$ cat src/rtl/instr_register_pkg.sv
// Shared types and constants for the instruction execution sequencer and its divider.
package instr_register_pkg;

  localparam int unsigned DIV_CYCLES = 32;

  typedef logic        [4:0]  address_t;
  typedef logic        [3:0]  opcode_t;
  typedef logic signed [31:0] operand_t;
  typedef logic signed [63:0] result_t;

  localparam opcode_t OP_ZERO  = 4'd0;
  localparam opcode_t OP_PASSA = 4'd1;
  localparam opcode_t OP_PASSB = 4'd2;
  localparam opcode_t OP_ADD   = 4'd3;
  localparam opcode_t OP_SUB   = 4'd4;
  localparam opcode_t OP_MULT  = 4'd5;
  localparam opcode_t OP_DIV   = 4'd6;
  localparam opcode_t OP_MOD   = 4'd7;

  typedef struct packed {
    opcode_t  opcode;
    operand_t op_a;
    operand_t op_b;
  } instruction_t;

  typedef enum logic [2:0] {
    IDLE,
    FETCH,
    EXEC,
    DIVWAIT,
    OUTPUT,
    DONE
  } state_t;

endpackage

$ cat src/rtl/seq_divider.sv
// Signed restoring divider: 32 iterations, quotient truncates toward zero,
// remainder takes the sign of the dividend.
module seq_divider
  import instr_register_pkg::*;
(
  input  logic     clk,
  input  logic     reset,
  input  logic     start,
  input  operand_t dividend,
  input  operand_t divisor,
  output result_t  quotient,
  output result_t  remainder,
  output logic     div_done
);

  localparam int unsigned ITER_W = $clog2(DIV_CYCLES);

  logic [31:0]       quo;
  logic [31:0]       rem;
  logic [31:0]       dvs;
  logic [ITER_W-1:0] iter;
  logic              running;
  logic              q_neg;
  logic              r_neg;

  function automatic logic [31:0] magnitude(input operand_t v);
    return v[31] ? (~v + 32'd1) : v;
  endfunction

  // One restoring step on {rem, quo}; rem < divisor keeps the shifted value within 32 bits.
  function automatic logic [63:0] div_step(input logic [31:0] r, input logic [31:0] q,
                                           input logic [31:0] d);
    logic [32:0] trial;
    trial = {r, q[31]} - {1'b0, d};
    if (trial[32]) return {r[30:0], q[31], q[30:0], 1'b0};
    else           return {trial[31:0], q[30:0], 1'b1};
  endfunction

  // The first iteration happens on the start edge so the last lands DIV_CYCLES-1 edges later.
  always_ff @(posedge clk) begin
    if (reset) begin
      quo      <= '0;
      rem      <= '0;
      dvs      <= '0;
      iter     <= '0;
      running  <= 1'b0;
      div_done <= 1'b0;
      q_neg    <= 1'b0;
      r_neg    <= 1'b0;
    end else begin
      div_done <= 1'b0;
      if (start) begin
        {rem, quo} <= div_step(32'd0, magnitude(dividend), magnitude(divisor));
        dvs        <= magnitude(divisor);
        iter       <= ITER_W'(1);
        running    <= 1'b1;
        q_neg      <= dividend[31] ^ divisor[31];
        r_neg      <= dividend[31];
      end else if (running) begin
        {rem, quo} <= div_step(rem, quo, dvs);
        iter       <= iter + 1'b1;
        if (iter == ITER_W'(DIV_CYCLES - 1)) begin
          running  <= 1'b0;
          div_done <= 1'b1;
        end
      end
    end
  end

  always_comb begin
    quotient  = q_neg ? -$signed({32'd0, quo}) : $signed({32'd0, quo});
    remainder = r_neg ? -$signed({32'd0, rem}) : $signed({32'd0, rem});
  end

endmodule

$ cat src/rtl/instr_exec_sequencer.sv
// Fetches a batch of instructions from a register file, executes each one and
// hands the results out over a valid/ready interface.
module instr_exec_sequencer
  import instr_register_pkg::*;
(
  input  logic         clk,
  input  logic         reset,
  input  logic         start,
  input  address_t     start_addr,
  input  logic [5:0]   count,
  output logic         busy,
  output logic         done,
  output address_t     read_pointer,
  input  instruction_t instruction_word,
  output logic         res_valid,
  input  logic         res_ready,
  output address_t     res_addr,
  output opcode_t      res_opcode,
  output result_t      res_value,
  output logic         res_err
);

  state_t       state;
  address_t     addr;
  logic [5:0]   remaining;
  instruction_t instr;

  result_t      a64;
  result_t      b64;
  result_t      exec_value;
  logic         exec_err;
  logic         exec_div;
  logic         div_start;
  logic         div_done;
  result_t      quotient;
  result_t      remainder;

  always_comb begin
    a64        = {{32{instr.op_a[31]}}, instr.op_a};
    b64        = {{32{instr.op_b[31]}}, instr.op_b};
    exec_value = '0;
    exec_err   = 1'b0;
    exec_div   = 1'b0;
    case (instr.opcode)
      OP_ZERO:  exec_value = '0;
      OP_PASSA: exec_value = a64;
      OP_PASSB: exec_value = b64;
      OP_ADD:   exec_value = a64 + b64;
      OP_SUB:   exec_value = a64 - b64;
      OP_MULT:  exec_value = a64 * b64;
      OP_DIV, OP_MOD: begin
        if (instr.op_b == '0) exec_err = 1'b1;
        else                  exec_div = 1'b1;
      end
      default:  exec_err = 1'b1;
    endcase
  end

  assign div_start = (state == EXEC) && exec_div;

  seq_divider u_divider (
    .clk       (clk),
    .reset     (reset),
    .start     (div_start),
    .dividend  (instr.op_a),
    .divisor   (instr.op_b),
    .quotient  (quotient),
    .remainder (remainder),
    .div_done  (div_done)
  );

  always_ff @(posedge clk) begin
    if (reset) begin
      state        <= IDLE;
      addr         <= '0;
      remaining    <= '0;
      instr        <= '0;
      busy         <= 1'b0;
      done         <= 1'b0;
      read_pointer <= '0;
      res_valid    <= 1'b0;
      res_addr     <= '0;
      res_opcode   <= OP_ZERO;
      res_value    <= '0;
      res_err      <= 1'b0;
    end else begin
      case (state)
        IDLE: begin
          if (start) begin
            busy <= 1'b1;
            if (count != '0) begin
              addr         <= start_addr;
              read_pointer <= start_addr;
              remaining    <= count;
              state        <= FETCH;
            end else begin
              done  <= 1'b1;
              state <= DONE;
            end
          end
        end
        FETCH: begin
          instr <= instruction_word;
          state <= EXEC;
        end
        EXEC: begin
          res_addr   <= addr;
          res_opcode <= instr.opcode;
          if (exec_div) begin
            state <= DIVWAIT;
          end else begin
            res_value <= exec_value;
            res_err   <= exec_err;
            res_valid <= 1'b1;
            state     <= OUTPUT;
          end
        end
        DIVWAIT: begin
          if (div_done) begin
            res_value <= (instr.opcode == OP_DIV) ? quotient : remainder;
            res_err   <= 1'b0;
            res_valid <= 1'b1;
            state     <= OUTPUT;
          end
        end
        OUTPUT: begin
          if (res_ready) begin
            res_valid <= 1'b0;
            addr      <= addr + 5'd1;
            remaining <= remaining - 6'd1;
            if (remaining > 6'd1) begin
              read_pointer <= addr + 5'd1;
              state        <= FETCH;
            end else begin
              done  <= 1'b1;
              state <= DONE;
            end
          end
        end
        DONE: begin
          done  <= 1'b0;
          busy  <= 1'b0;
          state <= IDLE;
        end
        default: state <= IDLE;
      endcase
    end
  end

endmodule

$ cat config.mk
export PLATFORM = sky130hd
export DESIGN_NAME = instr_exec_sequencer
export DESIGN_NICKNAME = d
export VERILOG_FILES = /design/src/rtl/instr_register_pkg.sv /design/src/rtl/seq_divider.sv /design/src/rtl/instr_exec_sequencer.sv
export SDC_FILE = /design/constraint.sdc
export NUM_CORES = 2
export LEC_CHECK = 0
export CAP_MARGIN = 40
export CORE_MARGIN = 10
export CORE_UTILIZATION = 35
export CTS_BUF_LIST = sky130_fd_sc_hd__clkbuf_8
export DETAILED_ROUTE_END_ITERATION = 6
export PLACE_DENSITY = 0.47
export SLEW_MARGIN = 10
export SYNTH_ARGS = -nofsm -noshare
export SYNTH_HDL_FRONTEND = slang
export SYNTH_SLANG_ARGS = --single-unit
$ cat constraint.sdc
create_clock -name clk -period 15.2 [get_ports clk]
set_clock_uncertainty 0.05 [all_clocks]
set_input_delay 3.04 -clock clk [delete_from_list [all_inputs] [get_ports clk]]
set_output_delay 3.04 -clock clk [all_outputs]
set_load 0.01 [all_outputs]
# Word-level counts from Yosys, hierarchy flattened
# Index checks and enable logic that the tools add are counted.
# Widths: inputs -> output; s select.
# word_totals
wordCells	140
output_inout_bits	82
regBits	269
input_bits	83
# op_classes
mul	1
bitwise_logic	4
add_sub_neg	11
mux	57
n_eq_ne	21
n_reduce_logical	22
order_cmp	1
# ops
operator	count
$mux 64	7
$pmux 64 s5	1
$mux 32	6
$neg 32->64	2
$pmux 64 s2	1
$add 32x1->32 const B	2
$mul 32x32->64	1
$not 32->32	2
$add 32x32->33	1
$sub 1x32->33	1
$sub 32x32->33	1
$sub 33x32->33	1
$logic_not 32->1	1
$mux 5	5
$pmux 5 s2	2
$mux 1	19
$mux 3	6
$mux 6	3
$eq 4x3->1 const B	4
$pmux 3 s5	1
$ne 2x2->1 const B	7
$pmux 6 s2	1
$add 5x1->5 const B	2
$reduce_and 5->1	2
other kinds (25)	38

# Logic depth before layout (Yosys ltp)
# depth
word_depth	6
ltp_mapped	31

# Hierarchy
# Synthesis repeated with hierarchy kept, for this count alone.
# unflattened
cells_unflattened	6932
area_unflattened_um2	58175.8
# modules_own_cells
mod	cells_each	instances	area_per_inst_um2
instr_exec_sequencer	5654	1	48387.7
seq_divider	1278	1	9788.1

# Worst setup path before layout
# No wires, ideal clock.
# synth_path
path_kind	reg-to-reg
start	reg instr (netlist bit a64[31])
end	reg res_value[63]
slack_ns	6.249
synth_period_minus_slack_ns	8.951
required_ns	15.057
path_stages_with_launch	28
arrival_ns	8.808
cell_sequence	dfxtp_1 > clkbuf_1 > clkbuf_1 > buf_1 > nand2_1 > inv_1 > fa_1 > inv_1 > fa_1 > inv_1 > fa_1 > fa_1 > inv_1 > fa_1 > inv_1 > fa_1 > fa_1 > fa_1 > ha_1 > clkbuf_1 > and3_1 > or3b_2 > a2111oi_0 > a211oi_1 > o41ai_1 > a221oi_1 > xnor2_1 > o32ai_1
# synth_between
elab_chain_len	4
word_cells_on_any_way	6
classes_between	add/sub: 2; mul: 1; mux: 3
# synth_rtl
element	line	rtl
from (decl)	instr_exec_sequencer.sv:26	instruction_t instr;
from (signal assigned)	instr_exec_sequencer.sv:103	instr <= instruction_word;
$mul 32x32->64 (tied with other cells)	instr_exec_sequencer.sv:50	OP_MULT: exec_value = a64 * b64;
$pmux 64 s5 (*)	instr_exec_sequencer.sv:44	case (instr.opcode)
$mux 64 (*)	instr_exec_sequencer.sv:109	if (exec_div) begin
$pmux 64 s2 (*)	instr_exec_sequencer.sv:87	case (state)
to (signal assigned)	instr_exec_sequencer.sv:112	res_value <= exec_value;
to (signal assigned)	instr_exec_sequencer.sv:120	res_value <= (instr.opcode == OP_DIV) ? quotient : remainder;
to (decl)	instr_exec_sequencer.sv:19	output result_t res_value,
# Mark *: on every way between the ends. The rest lies on a longest branch, timed or not. The select of a mux whose other input is x is not followed.
# A chain may end at the register's enable or synchronous reset.

# Final worst setup path
# layout_path
start	reg instr (netlist bit b64[6])
end	reg res_value[63]
# layout_between
elab_chain_len	5
word_cells_on_any_way	11
classes_between	add/sub: 2; mul: 1; eq/ne: 1; mux: 5; reduce/logical: 2
# layout_rtl
element
branches (longest 5 deep; another with $mul 32x32->64)
# Several ways; the timed one is not identified. The select of a mux whose other input is x is not followed.

==> flow_summary_export.csv <==
group,metric,value,unit
run_status,outcome,"complete, no violations",
clock_network,insertion_delay,0.72,ns
clock_network,htreeDepth,2,
setup_path,required,15.75,ns
logic_synthesis,synth_area_per_cell,8.524,sq um
floorplan,die-area,0.1762,sq mm
floorplan,fp-row-count,146,
clock_network,cts_resized,0,
logic_synthesis,synth_warnings,0,
sta,holdWs,0.4029,ns
setup_path,crit_path_max_fanout,30,
floorplan,core,0.1586,sq mm
layout,layout-drive-gt1-share,4.657,%
floorplan,die_w,419.7,microns
logic_synthesis,syn_inst,6560,
clock_network,post-cts-setup-buffers,0,
sta,tightest_slew,0.9571,ns
pwr,p_total,6.724,mW
setup_path,path_class,"reg -> reg",
logic_synthesis,ys_ff_latch,269,
global_route,grt_max_degree,80,
logic_synthesis,ys_types,84,
hold_path,hp-start,"a64[15]$_SDFFE_PP0P_",
drt,ant_nets,0,
placed_design,placed_cell_area,0.05956,sq mm
sta,finalMaxSlewViolations,0,
drt,wl_per_cell,24.68,microns
placed_design,dp_cells,8482,
setup_path,rr_startpoint,"b64[6]$_SDFFE_PP0P_",
sta,setup_viol,0,
floorplan,die_h,419.7,microns
layout,final_area,0.06068,sq mm
floorplan,initial_core_util,35.27,%
logic_synthesis,ys_seq_area_share,9.630,%
clock_network,cts_root_buf,"clkbuf_8",
placed_design,hpwl,164100,microns
setup_path,cp-end-kind,"flop",
logic_synthesis,synth-main-ff-cell,"dfxtp_1",
clock_network,cts_sinks,269,
layout,n_fill_cell,16312,
drt,drc,0,
logic_synthesis,async_flop_share,0,%
logic_synthesis,syn-num-nets,8022,
layout,syn_to_final_growth,8.518,%
setup_path,cp.arrival,10.67,ns
placed_design,gp_congestion,0.9214,
drt,drt_pass1_iterations,7,
pwr,ir_drop,81.93,uV
logic_synthesis,synth-edff-count,0,
sta,setup_tns,0,ns
clock_network,cts.hold.buffers_added,0,
global_route,overflow,0,
drt,vias,45969,
setup_path,cp-startpoint,"b64[6]$_SDFFE_PP0P_",
logic_synthesis,synth_area,0.05592,sq mm
sta,max_freq,98.81,MHz
placed_design,port_buffers,164,
sta,fin_crit_sh,66.58,%
pwr,p_per_area,110.8,mW/mm^2
global_route,antenna_found_initial,6,
layout,finalNetCount,7928,
global_route,grt_pass1_wl,320900,microns
drt,viasPerCell,5.356,
layout,fin_cells,8583,
clock_network,cts_tree,"built",
clock_network,cts.clk_slew.worst_paths,0.06,ns
hold_path,hold_class,"reg -> reg",
pwr,p_leak,28.18,nW
floorplan,boundaryPins,165,
global_route,grt_pass1_vias,49100,
sta,rsz0062_at_grt,"false",
run,maxCapViolations,0,
global_route,grtUsageTotal,24.07,%
sta,final-hold-violation-count,0,
drt,routed_wl,211900,microns
clock_network,cts_buffer_depth,3,
sta,relSlewSlack,35.38,%
drt,first_iter_violations,3377,
sta,period_minus_slack,10.12,ns
clock_network,numCtsBuffers,54,
setup_path,startpoint_type,"flop",
-- state kept, by name, indices dropped and copies added (netlist names), 3 cells and up --
signal          cells
a64                32
addr                5
b64                32
instr               4
read_pointer        5
remaining           6
res_addr            5
res_opcode          4
res_value          64
state               3
u_divider.dvs      32
u_divider.iter      5
u_divider.quo      32
u_divider.rem      32
-- cells in the mapped netlist (19+ instances only) --
| cell type | number | area share [%] |
|---|---|---|
| a211oi_1 | 117 | 1.6 |
| a21o_1 | 72 | 0.97 |
| a21oi_1 | 326 | 2.9 |
| a221oi_1 | 20 | 0.31 |
| a222oi_1 | 20 | 0.36 |
| a22oi_1 | 21 | 0.28 |
| a31oi_1 | 27 | 0.30 |
| and2_1 | 454 | 5.1 |
| and3_1 | 19 | 0.21 |
| buf_1 | 49 | 0.33 |
| clkbuf_1 | 384 | 2.6 |
| dfxtp_1 | 269 | 9.6 |
| fa_1 | 1085 | 39 |
| ha_1 | 294 | 6.6 |
| inv_1 | 1081 | 7.3 |
| mux2i_1 | 63 | 1.1 |
| nand2_1 | 798 | 5.4 |
| nand2b_1 | 43 | 0.48 |
| nand3_1 | 44 | 0.39 |
| nand4_1 | 26 | 0.29 |
| nor2_1 | 371 | 2.5 |
| nor2b_1 | 21 | 0.23 |
| nor3_1 | 71 | 0.64 |
| o211ai_1 | 23 | 0.31 |
| o21ai_0 | 230 | 2.1 |
| o21bai_1 | 20 | 0.27 |
| o22ai_1 | 21 | 0.23 |
| o31ai_1 | 54 | 0.72 |
| o41ai_1 | 20 | 0.31 |
| or3_1 | 38 | 0.43 |
| xnor2_1 | 154 | 2.4 |
| xor2_1 | 69 | 1.1 |
-- layout by cell type, fill, tap and decap left out, types with 27 or more instances in the layout --
cell / instances
clkdlybuf4s50_1: 163
nand2_1: 798
clkbuf_8: 65
mux2i_1: 63
nor3_1: 66
ha_1: 294
a21o_1: 72
a211oi_1: 117
dfxtp_1: 242
a31oi_1: 27
a21oi_1: 326
fa_1: 1085
nand2b_1: 42
or3_1: 38
and2_1: 453
xor2_1: 69
inv_1: 1097
nor2_1: 368
nand3_1: 44
xnor2_1: 154
o31ai_1: 54
o21ai_0: 230
buf_4: 120
-- cells by family (layout without fill, tap and decap cells) --
group / count (synthesis) / after routing / synth area share [%]
other: 0 / 4 / 0
adder cells (fa/ha/maj): 1379 / 1379 / 45.42
AND/OR/NAND/NOR: 1972 / 1972 / 16.81
flip-flops: 269 / 269 / 9.630
multiplexers: 68 / 68 / 1.228
XOR/XNOR: 223 / 223 / 3.493
buffers and inverters: 1524 / 1471 / 10.27
AO/OA/AOI/OAI: 1125 / 1125 / 13.15
-- worst paths after layout --
kind                                 to  slack, ns  cells past startpoint
max reg2reg  res_value[63]$_SDFFE_PP0P_       5.08                     26
max          res_value[63]$_SDFFE_PP0P_       5.08                     26
min reg2reg        a64[15]$_SDFFE_PP0P_       0.40                      2
min                a64[15]$_SDFFE_PP0P_       0.40                      2
-- final cells by class --
class | instances | area [sq um] | area share (%)
multi-input cells | 4767 | 44860 | 73.93
flip-flops and latches | 269 | 5421 | 8.934
inverters | 1084 | 4069 | 6.705
repair buffers | 290 | 2619 | 4.316
well taps | 2072 | 2592 | 4.272
clock buffers | 65 | 894.6 | 1.474
clock inverters | 32 | 212.7 | 0.3505
diodes | 4 | 10.01 | 0.01650
-- power breakdown --
part	switching (mW)	internal [mW]
Clock	0.378	0.423
Combinational	3.37	1.65
Sequential	0.0957	0.806
-- through the flow --
| step | utilization [%] | worst slack [ns] |
|---|---|---|
| 6_report | 38.27 | 5.079 |
| 5_1_grt | 38.27 | 4.572 |
| 4_1_cts | 38.26 | 5.039 |
| 2_1_floorplan | - | 6.249 |
| 3_3_place_gp | 37.52 | 5.396 |
| 3_5_place_dp | 37.57 | 5.110 |
-- critical path: stages (launching register included) --
cell	delay, ns
dfxtp_1	0.54
buf_4	0.51
nand2_1	0.17
inv_1	0.11
fa_1	0.42
inv_1	0.26
fa_1	0.47
inv_1	0.20
fa_1	0.49
fa_1	0.84
inv_1	0.41
fa_1	0.59
inv_1	0.05
fa_1	0.52
inv_1	0.05
fa_1	0.47
inv_1	0.05
fa_1	0.45
ha_1	0.40
and3_1	0.23
or3b_2	0.46
a2111oi_0	0.84
a211oi_1	0.25
o41ai_1	0.52
a221oi_1	0.24
xnor2_1	0.18
o32ai_1	0.21
-- layer usage --
| layer | global-route usage, % | part of all wire (%) | vias up |
|---|---|---|---|
| met3 | 3.921 | 5.9 | 351 |
| met1 | 30.76 | 42 | 23684 |
| li1 | - | - | 20585 |
| met2 | 40.42 | 47 | 1349 |
| met4 | 9.685 | 4.8 | 0 |
| met5 | 0 | 0 | - |
(Power assumes the default switching activity.)
